### src/rtl/wb_write_scheduler.sv
// rtl/wb_write_scheduler.sv - Y86-64 writeback-port scheduler with request FIFO
//
// Purpose:
//   Decodes the W-stage bundle into 0, 1 or 2 register-file write requests.
//   The requests are queued in a DEPTH-entry FIFO and issued one per cycle to a
//   single-write-port register file. W_stall back-pressures the pipeline when
//   the whole bundle does not fit. An optional per-register pending-write
//   scoreboard drives pend_mask.
//
// Configuration:
//   WB_SCOREBOARD_EN - when defined, build per-register pending counters;
//                      otherwise pend_mask is tied to 0.
//
// Ports:
//   clk, rst_n          clock, asynchronous active-low reset
//   W_valid             W bundle present this cycle
//   W_icode             W-stage instruction code
//   W_dstE, W_dstM      destinations (4'hF = no write)
//   W_valE, W_valM      E result, memory result
//   W_stall             bundle not accepted this cycle
//   wr_en/addr/data     register-file write port (head of FIFO)
//   q_count             occupied FIFO entries
//   pend_mask           bit r set while a queued write targets register r

module wb_write_scheduler #(
  parameter int unsigned DEPTH = 4
) (
  input  logic                         clk,
  input  logic                         rst_n,
  input  logic                         W_valid,
  input  logic [3:0]                   W_icode,
  input  logic [3:0]                   W_dstE,
  input  logic [3:0]                   W_dstM,
  input  logic [63:0]                  W_valE,
  input  logic [63:0]                  W_valM,
  output logic                         W_stall,
  output logic                         wr_en,
  output logic [3:0]                   wr_addr,
  output logic [63:0]                  wr_data,
  output logic [$clog2(DEPTH+1)-1:0]   q_count,
  output logic [14:0]                  pend_mask
);

  localparam int unsigned AW = $clog2(DEPTH);
  localparam int unsigned CW = $clog2(DEPTH+1);
  localparam logic [3:0]  RNONE = 4'hF;
  localparam logic [3:0]  RSP   = 4'h4;

  // FIFO state
  logic [AW-1:0] head_q, head_d;
  logic [AW-1:0] tail_q, tail_d;
  logic [CW-1:0] count_q, count_d;
  logic [3:0]    addr_mem [DEPTH];
  logic [63:0]   data_mem [DEPTH];

  // Raw decoded requests (slot 0 = first in program order)
  logic          r0_v, r1_v;
  logic [3:0]    r0_a, r1_a;
  logic [63:0]   r0_d, r1_d;

  // Compacted requests actually pushed
  logic [1:0]    need;
  logic [3:0]    p0_a, p1_a;
  logic [63:0]   p0_d, p1_d;

  logic [CW-1:0] free;
  logic          accept;
  logic [1:0]    push_n;
  logic          pop;
  logic [AW-1:0] tail_p1;

  // ---------------------------------------------------------------------------
  // Decode
  // ---------------------------------------------------------------------------
  always_comb begin
    r0_v = 1'b0;
    r0_a = RNONE;
    r0_d = '0;
    r1_v = 1'b0;
    r1_a = RNONE;
    r1_d = '0;
    unique case (W_icode)
      4'h2, 4'h3, 4'h6: begin
        r0_v = (W_dstE != RNONE);
        r0_a = W_dstE;
        r0_d = W_valE;
      end
      4'h5: begin
        r0_v = (W_dstM != RNONE);
        r0_a = W_dstM;
        r0_d = W_valM;
      end
      4'h8, 4'h9, 4'hA: begin
        r0_v = 1'b1;
        r0_a = RSP;
        r0_d = W_valE;
      end
      4'hB: begin
        // Stack-pointer update first so a popq into %rsp leaves valM in r4.
        r0_v = 1'b1;
        r0_a = RSP;
        r0_d = W_valE;
        r1_v = (W_dstM != RNONE);
        r1_a = W_dstM;
        r1_d = W_valM;
      end
      default: begin
        r0_v = 1'b0;
      end
    endcase
  end

  // Squeeze out a dropped first request so pushes are always contiguous.
  always_comb begin
    need = {1'b0, r0_v} + {1'b0, r1_v};
    if (r0_v) begin
      p0_a = r0_a;
      p0_d = r0_d;
      p1_a = r1_a;
      p1_d = r1_d;
    end else begin
      p0_a = r1_a;
      p0_d = r1_d;
      p1_a = RNONE;
      p1_d = '0;
    end
  end

  // ---------------------------------------------------------------------------
  // Admission: free space from registered count only, all-or-nothing
  // ---------------------------------------------------------------------------
  assign free    = CW'(DEPTH) - count_q;
  assign W_stall = W_valid & (int'(need) > int'(free));
  assign accept  = W_valid & ~W_stall;
  assign push_n  = accept ? need : 2'd0;

  // ---------------------------------------------------------------------------
  // Issue port
  // ---------------------------------------------------------------------------
  assign wr_en   = (count_q != '0);
  assign pop     = wr_en;
  assign wr_addr = wr_en ? addr_mem[head_q] : 4'h0;
  assign wr_data = wr_en ? data_mem[head_q] : 64'h0;
  assign q_count = count_q;

  // ---------------------------------------------------------------------------
  // Pointer / count update
  // ---------------------------------------------------------------------------
  assign tail_p1 = tail_q + AW'(1);

  always_comb begin
    head_d  = head_q + AW'(pop);
    tail_d  = tail_q + AW'(push_n);
    count_d = count_q + CW'(push_n) - CW'(pop);
  end

  always_ff @(posedge clk or negedge rst_n) begin
    if (!rst_n) begin
      head_q  <= '0;
      tail_q  <= '0;
      count_q <= '0;
    end else begin
      head_q  <= head_d;
      tail_q  <= tail_d;
      count_q <= count_d;
    end
  end

  // Storage needs no reset: it is only observed through wr_en-gated outputs.
  always_ff @(posedge clk) begin
    if (push_n != 2'd0) begin
      addr_mem[tail_q] <= p0_a;
      data_mem[tail_q] <= p0_d;
    end
    if (push_n == 2'd2) begin
      addr_mem[tail_p1] <= p1_a;
      data_mem[tail_p1] <= p1_d;
    end
  end

  // ---------------------------------------------------------------------------
  // Pending-write scoreboard
  // ---------------------------------------------------------------------------
`ifdef WB_SCOREBOARD_EN
  logic [CW-1:0] cnt_q [15];
  logic [CW-1:0] cnt_d [15];

  // A popq into r4 hits both push slots and adds 2; a same-cycle pop of r
  // cancels one increment.
  always_comb begin
    for (int r = 0; r < 15; r++) begin
      cnt_d[r] = cnt_q[r]
               + CW'((push_n != 2'd0) && (p0_a == 4'(r)))
               + CW'((push_n == 2'd2) && (p1_a == 4'(r)))
               - CW'(pop && (addr_mem[head_q] == 4'(r)));
    end
  end

  always_ff @(posedge clk or negedge rst_n) begin
    if (!rst_n) begin
      for (int r = 0; r < 15; r++) cnt_q[r] <= '0;
    end else begin
      for (int r = 0; r < 15; r++) cnt_q[r] <= cnt_d[r];
    end
  end

  always_comb begin
    pend_mask = '0;
    for (int r = 0; r < 15; r++) pend_mask[r] = (cnt_q[r] != '0);
  end
`else
  assign pend_mask = '0;
`endif

endmodule

### config.mk
export PLATFORM = sky130hd
export DESIGN_NAME = wb_write_scheduler
export DESIGN_NICKNAME = d
export VERILOG_FILES = /design/src/rtl/wb_write_scheduler.sv
export SDC_FILE = /design/constraint.sdc
export NUM_CORES = 1
export LEC_CHECK = 0
export BUFFER_PORTS_ARGS = -buffer_cell sky130_fd_sc_hd__buf_2
export CAP_MARGIN = 15
export CORE_ASPECT_RATIO = 0.75
export CORE_UTILIZATION = 49
export CTS_CLUSTER_DIAMETER = 50
export CTS_CLUSTER_SIZE = 8
export DETAILED_ROUTE_END_ITERATION = 6
export PLACE_DENSITY_LB_ADDON = 0.1
export RECOVER_POWER = 50
export SYNTH_ARGS = -nofsm -noshare
export SYNTH_HDL_FRONTEND = slang
export SYNTH_SLANG_ARGS = --single-unit
export TNS_END_PERCENT = 5
### constraint.sdc
create_clock -name clk -period 10.55 [get_ports clk]
set_clock_uncertainty 0.1 [all_clocks]
set_input_delay 2.11 -clock clk [delete_from_list [all_inputs] [get_ports clk]]
set_output_delay 2.11 -clock clk [all_outputs]
set_load 0.005 [all_outputs]
## Word level (Yosys, flattened, before mapping)

Memories as Yosys holds them, arrays and structs flattened.
Index checks and enable logic that the tools add are counted.

| storage, ports and cells | value |
|---|---|
| register bits after elaboration | 7 |
| RAM bits | 272 |
| memories kept | 2 |
| input port bits | 143 |

Memory list:

| name | depth | bits a word | rd ports | clocked after Yosys merged registers in | wr ports | line | source |
|---|---|---|---|---|---|---|---|
| data_mem | 4 | 64 | 1 | 0 | 2 | 54 | `logic [63:0] data_mem [DEPTH];` |
| addr_mem | 4 | 4 | 1 | 0 | 2 | 53 | `logic [3:0] addr_mem [DEPTH];` |

| cells by class | value |
|---|---|
| mux-type cells | 17 |
| add/subtract/negate cells | 7 |
| bitwise logic cells | 3 |
| reductions and logical operators | 5 |
| equal/unequal tests | 11 |
| magnitude comparators | 1 |

Operators with widths:

| cell | count |
|---|---|
| $mux W64 | 4 |
| $pmux W64 S2 | 1 |
| $eq A4 B4 Y1 const B | 4 |
| $mux W4 | 4 |
| $pmux W4 S3 | 1 |
| $eq A4 B2 Y1 const B | 2 |
| $eq A4 B3 Y1 const B | 2 |
| $ne A4 B4 Y1 const B | 2 |
| $reduce_or A7 Y1 | 1 |
| $mux W1 | 5 |
| $reduce_or A4 Y1 | 1 |
| $add A3 B2 Y3 | 1 |
| $gt A2 B3 Y1 | 1 |
| $pmux W1 S3 | 1 |
| $reduce_bool A3 Y1 | 1 |
| $reduce_or A3 Y1 | 1 |
| $sub A3 B1 Y3 | 1 |
| $sub A3 B3 Y3 const A | 1 |
| $add A1 B1 Y2 | 1 |
| $add A2 B1 Y2 | 1 |
| $add A2 B1 Y2 const B | 1 |
| $add A2 B2 Y2 | 1 |
| $and A1 B1 Y1 | 2 |
| $eq A2 B2 Y1 const B | 1 |
| 3 further kinds | 3 |

## Logic depth before layout (Yosys ltp)

| depth | value |
|---|---|
| depth after elaboration | 12 |
| depth in mapped cells | 19 |

## Worst setup path after synthesis

No wires, ideal clock.

| path | value |
|---|---|
| kind | input to register |
| from | input port W_icode[3] |
| to | memory addr_mem[3][0] (enable) |
| data arrival time | 9.657 ns |
| slack | 0.201 ns |
| stages on the path | 13 |
| library setup time | 0.592 ns |
| cell sequence | buf_2 > and4b_1 > a211oi_2 > buf_4 > buf_6 > or2_2 > ha_1 > ha_1 > nor2b_1 > o211ai_1 > clkbuf_1 > nand2_1 > nor3b_1 |

RTL lines:

| item | line | source |
|---|---|---|
| start: declaration | 31 | `input logic [3:0] W_icode,` |
| end: declaration | 53 |  |

==> run_results.csv <==
group,metric,value,unit
timing,tns,0,ps
power,irDropWorstVdd,0.347,mV
timing,maxClockFrequency,116,MHz
place,place.gp.congestion,0.889,
synth,synthCells,1694,
cells_and_area,layout_common_cells,"edfxtp_1, nand3_1, o211ai_1",
cts,cts_hold_buf,0,
power,power_leakage,6.17,nW
synth,synth_top_cell_area_share,46.1,%
cts,post_cts_resized,0,
route,drt_iter0_markers,1858,
cells_and_area,register_area,0.00835,sq mm
synth,syn-cell-area,0.0177,sq mm
critical_path,crit_arrival,8740,ps
timing,rsz0062_at_grt,"false",
cts,cts.sinks,279,
critical_path,cp.required,10690,ps
critical_path,crit_chain,"clkbuf_1 > and4_2 > buf_4 > nor2_1 > ha_1 > ha_1 > nor2b_1 > o211a_1 > buf_4 > nor2_1 > buf_4 > o211ai_1",
global_route,first_global_vias,15700,
critical_path,cp_slowest_cell,"nor2_1",
place,port_buffers,215,
critical_path,reg2reg_from,"q_count[0]",
synth,async_flop_share,2.51,%
timing,setup_ws,1950,ps
status,violations,"capacitance limit, slew limit",
die,die_h,167,um
route,num_vias,15800,
cells_and_area,stdcell_count,2253,
route,routedWlPerCell,27.8,um
synth,synth_seq_area_share,47.1,%
global_route,track_usage,33.4,%
cells_and_area,nets,1938,
place,place_hpwl,32200,um
global_route,grt_pass1_wl,94100,um
worst_hold_path,hold_path_class,"register to register",
route,first_pass_iters,6,
synth,avgSynthCellArea,10.5,sq um
global_route,antenna_found_initial,3,
cts,postCtsSetupBuffers,0,
cts,htreeDepth,2,
place,dp.cells,2199,
synth,yosysTopAreaCell,"edfxtp_1",
timing,layout_min_cycle_time,8600,ps
critical_path,endpoint_kind,"register",
place,dp_slack,3090,ps
cts,cts_max_path_buffers,3,
cells_and_area,area_delta_synth_final,11.9,%
die,initial_core_util,50.4,%
cts,tritoncts,"built",
place,place_area,0.0188,sq mm
critical_path,startpoint_type,"input pin",
cts,clock_latency,530,ps
die,die_x,222,um
die,ios,231,
timing,tightest_slew,3930,ps
synth,yosys-top-cells-area,"edfxtp_1, o211ai_1, mux4_2, nand3_1, o21ai_0",
power,power.total,4.42,mW
die,rows,59,
die,die_area,0.0369,sq mm
cts,cts.clk_slew.worst_paths,50,ps
timing,relSlewSlack,-162,%
timing,timing.hold.ws,503,ps
timing,finalHoldViolCount,0,
critical_path,critical_path.most_common_cell,"buf_4",
cells_and_area,layout_commonest_cell,"edfxtp_1",
synth,synth_edf_count,272,
critical_path,critPathTopFamily,"buffers and inverters",
route,viasPerCell,7.01,
route,routed_wl,62600,um
global_route,grt_max_degree,259,
critical_path,cp-startpoint,"W_dstM[0]",
timing,fin_crit_sh,81.5,%
synth,yosys_register_bits,279,
cts,cts_root_buf,"clkbuf_16",
critical_path,crit_buf_inv,4,
flow_run,drv_cap,12,
worst_hold_path,worstHoldStart,"q_count[0]",
critical_path,critPathKind,"input pin to register",
critical_path,crit_fanout,100,
synth,synth_top_flop_cell,"edfxtp_1",
global_route,grt.overflow.total,0,
synth,ys_types,43,
cts,cts_buffers,40,
cells_and_area,multi_input_area,0.00850,sq mm
synth,yosysWarningCount,0,
cells_and_area,fillers,3018,
power,p_per_area,223,mW/mm^2
critical_path,cpPeakStageDelay,1530,ps
cells_and_area,layout-drive-gt1-share,20.2,%
route,drc,0,
die,core-area,0.0351,sq mm
timing,setup-violations-final,0,
route,ant_nets,0,
timing,finalMaxSlewViolations,413,
status,status,"finished, violations left",
cells_and_area,final_util,56.4,%
cells_and_area,fin_area,0.0198,sq mm
## cells in the mapped netlist (2+ instances only)
| cell | n |
|---|---|
| nor2_4 | 4 |
| buf_1 | 2 |
| dfrtp_1 | 7 |
| and2_1 | 134 |
| nor2_2 | 2 |
| edfxtp_1 | 272 |
| o21ai_0 | 256 |
| o21a_1 | 2 |
| o22a_1 | 7 |
| inv_1 | 11 |
| buf_4 | 25 |
| buf_6 | 2 |
| and4b_1 | 2 |
| ha_1 | 10 |
| nor3b_1 | 66 |
| mux4_2 | 68 |
| nand3_1 | 263 |
| o211ai_1 | 257 |
| mux2i_1 | 17 |
| nor2_1 | 12 |
| buf_2 | 43 |
| nor2b_1 | 2 |
| nand2_1 | 63 |
| xor2_1 | 2 |
| a21oi_1 | 2 |
| clkbuf_1 | 136 |
| xnor2_1 | 3 |
| nand2_2 | 9 |
## cells by family (layout without fill, tap and decap cells)
group,count (synthesis),after routing,share of synthesized area [%]
flops,279,279,47.1
mux,86,86,9.67
fa+ha+maj,11,11,0.820
xor+xnor,5,5,0.247
buf+inv,219,304,5.56
compound gates,527,527,18.8
other cells,1,18,0.0212
simple gates,566,566,17.8
## sequential cells by signal, indices dropped and copies added (netlist names)
name      cells
head_q        2
data_mem    256
q_count       3
addr_mem     16
tail_q        2
## worst paths after layout
kind	to	slack (ps)	cells past startpoint
setup / recovery	data_mem[0][63]	1950	12
setup reg to reg	data_mem[0][63]	4680	10
hold reg to reg	q_count[0]	500	1
min in group asynchronous	head_q[0]	1380	1
hold / removal	q_count[0]	500	1
max in group asynchronous	head_q[1]	8640	1
## final cells by class
| class | count | area share, % |
|---|---|---|
| multi-input combinational | 1210 | 42.9 |
| sequential | 279 | 42.1 |
| timing repair buffer | 242 | 6.30 |
| clock buffer | 50 | 5.45 |
| tap | 457 | 2.89 |
| inverter | 11 | 0.208 |
| clock inverter | 1 | 0.0821 |
| antenna | 3 | 0.0379 |
## power breakdown
| group | internal (mW) | switching [mW] |
|---|---|---|
| Combinational | 0.637 | 1.07 |
| Sequential | 1.41 | 0.117 |
| Clock | 0.707 | 0.477 |
## metal layers
layer  GRT usage, %  routed length, um  up-vias
met4           17.0               2670        0
met1           46.0              24600     7609
li1               -                  -     6738
met3           6.26               7130      224
met2           50.6              28200     1223
met5              0                  0        -
No activity file was read; power rests on OpenSTA's default activity.
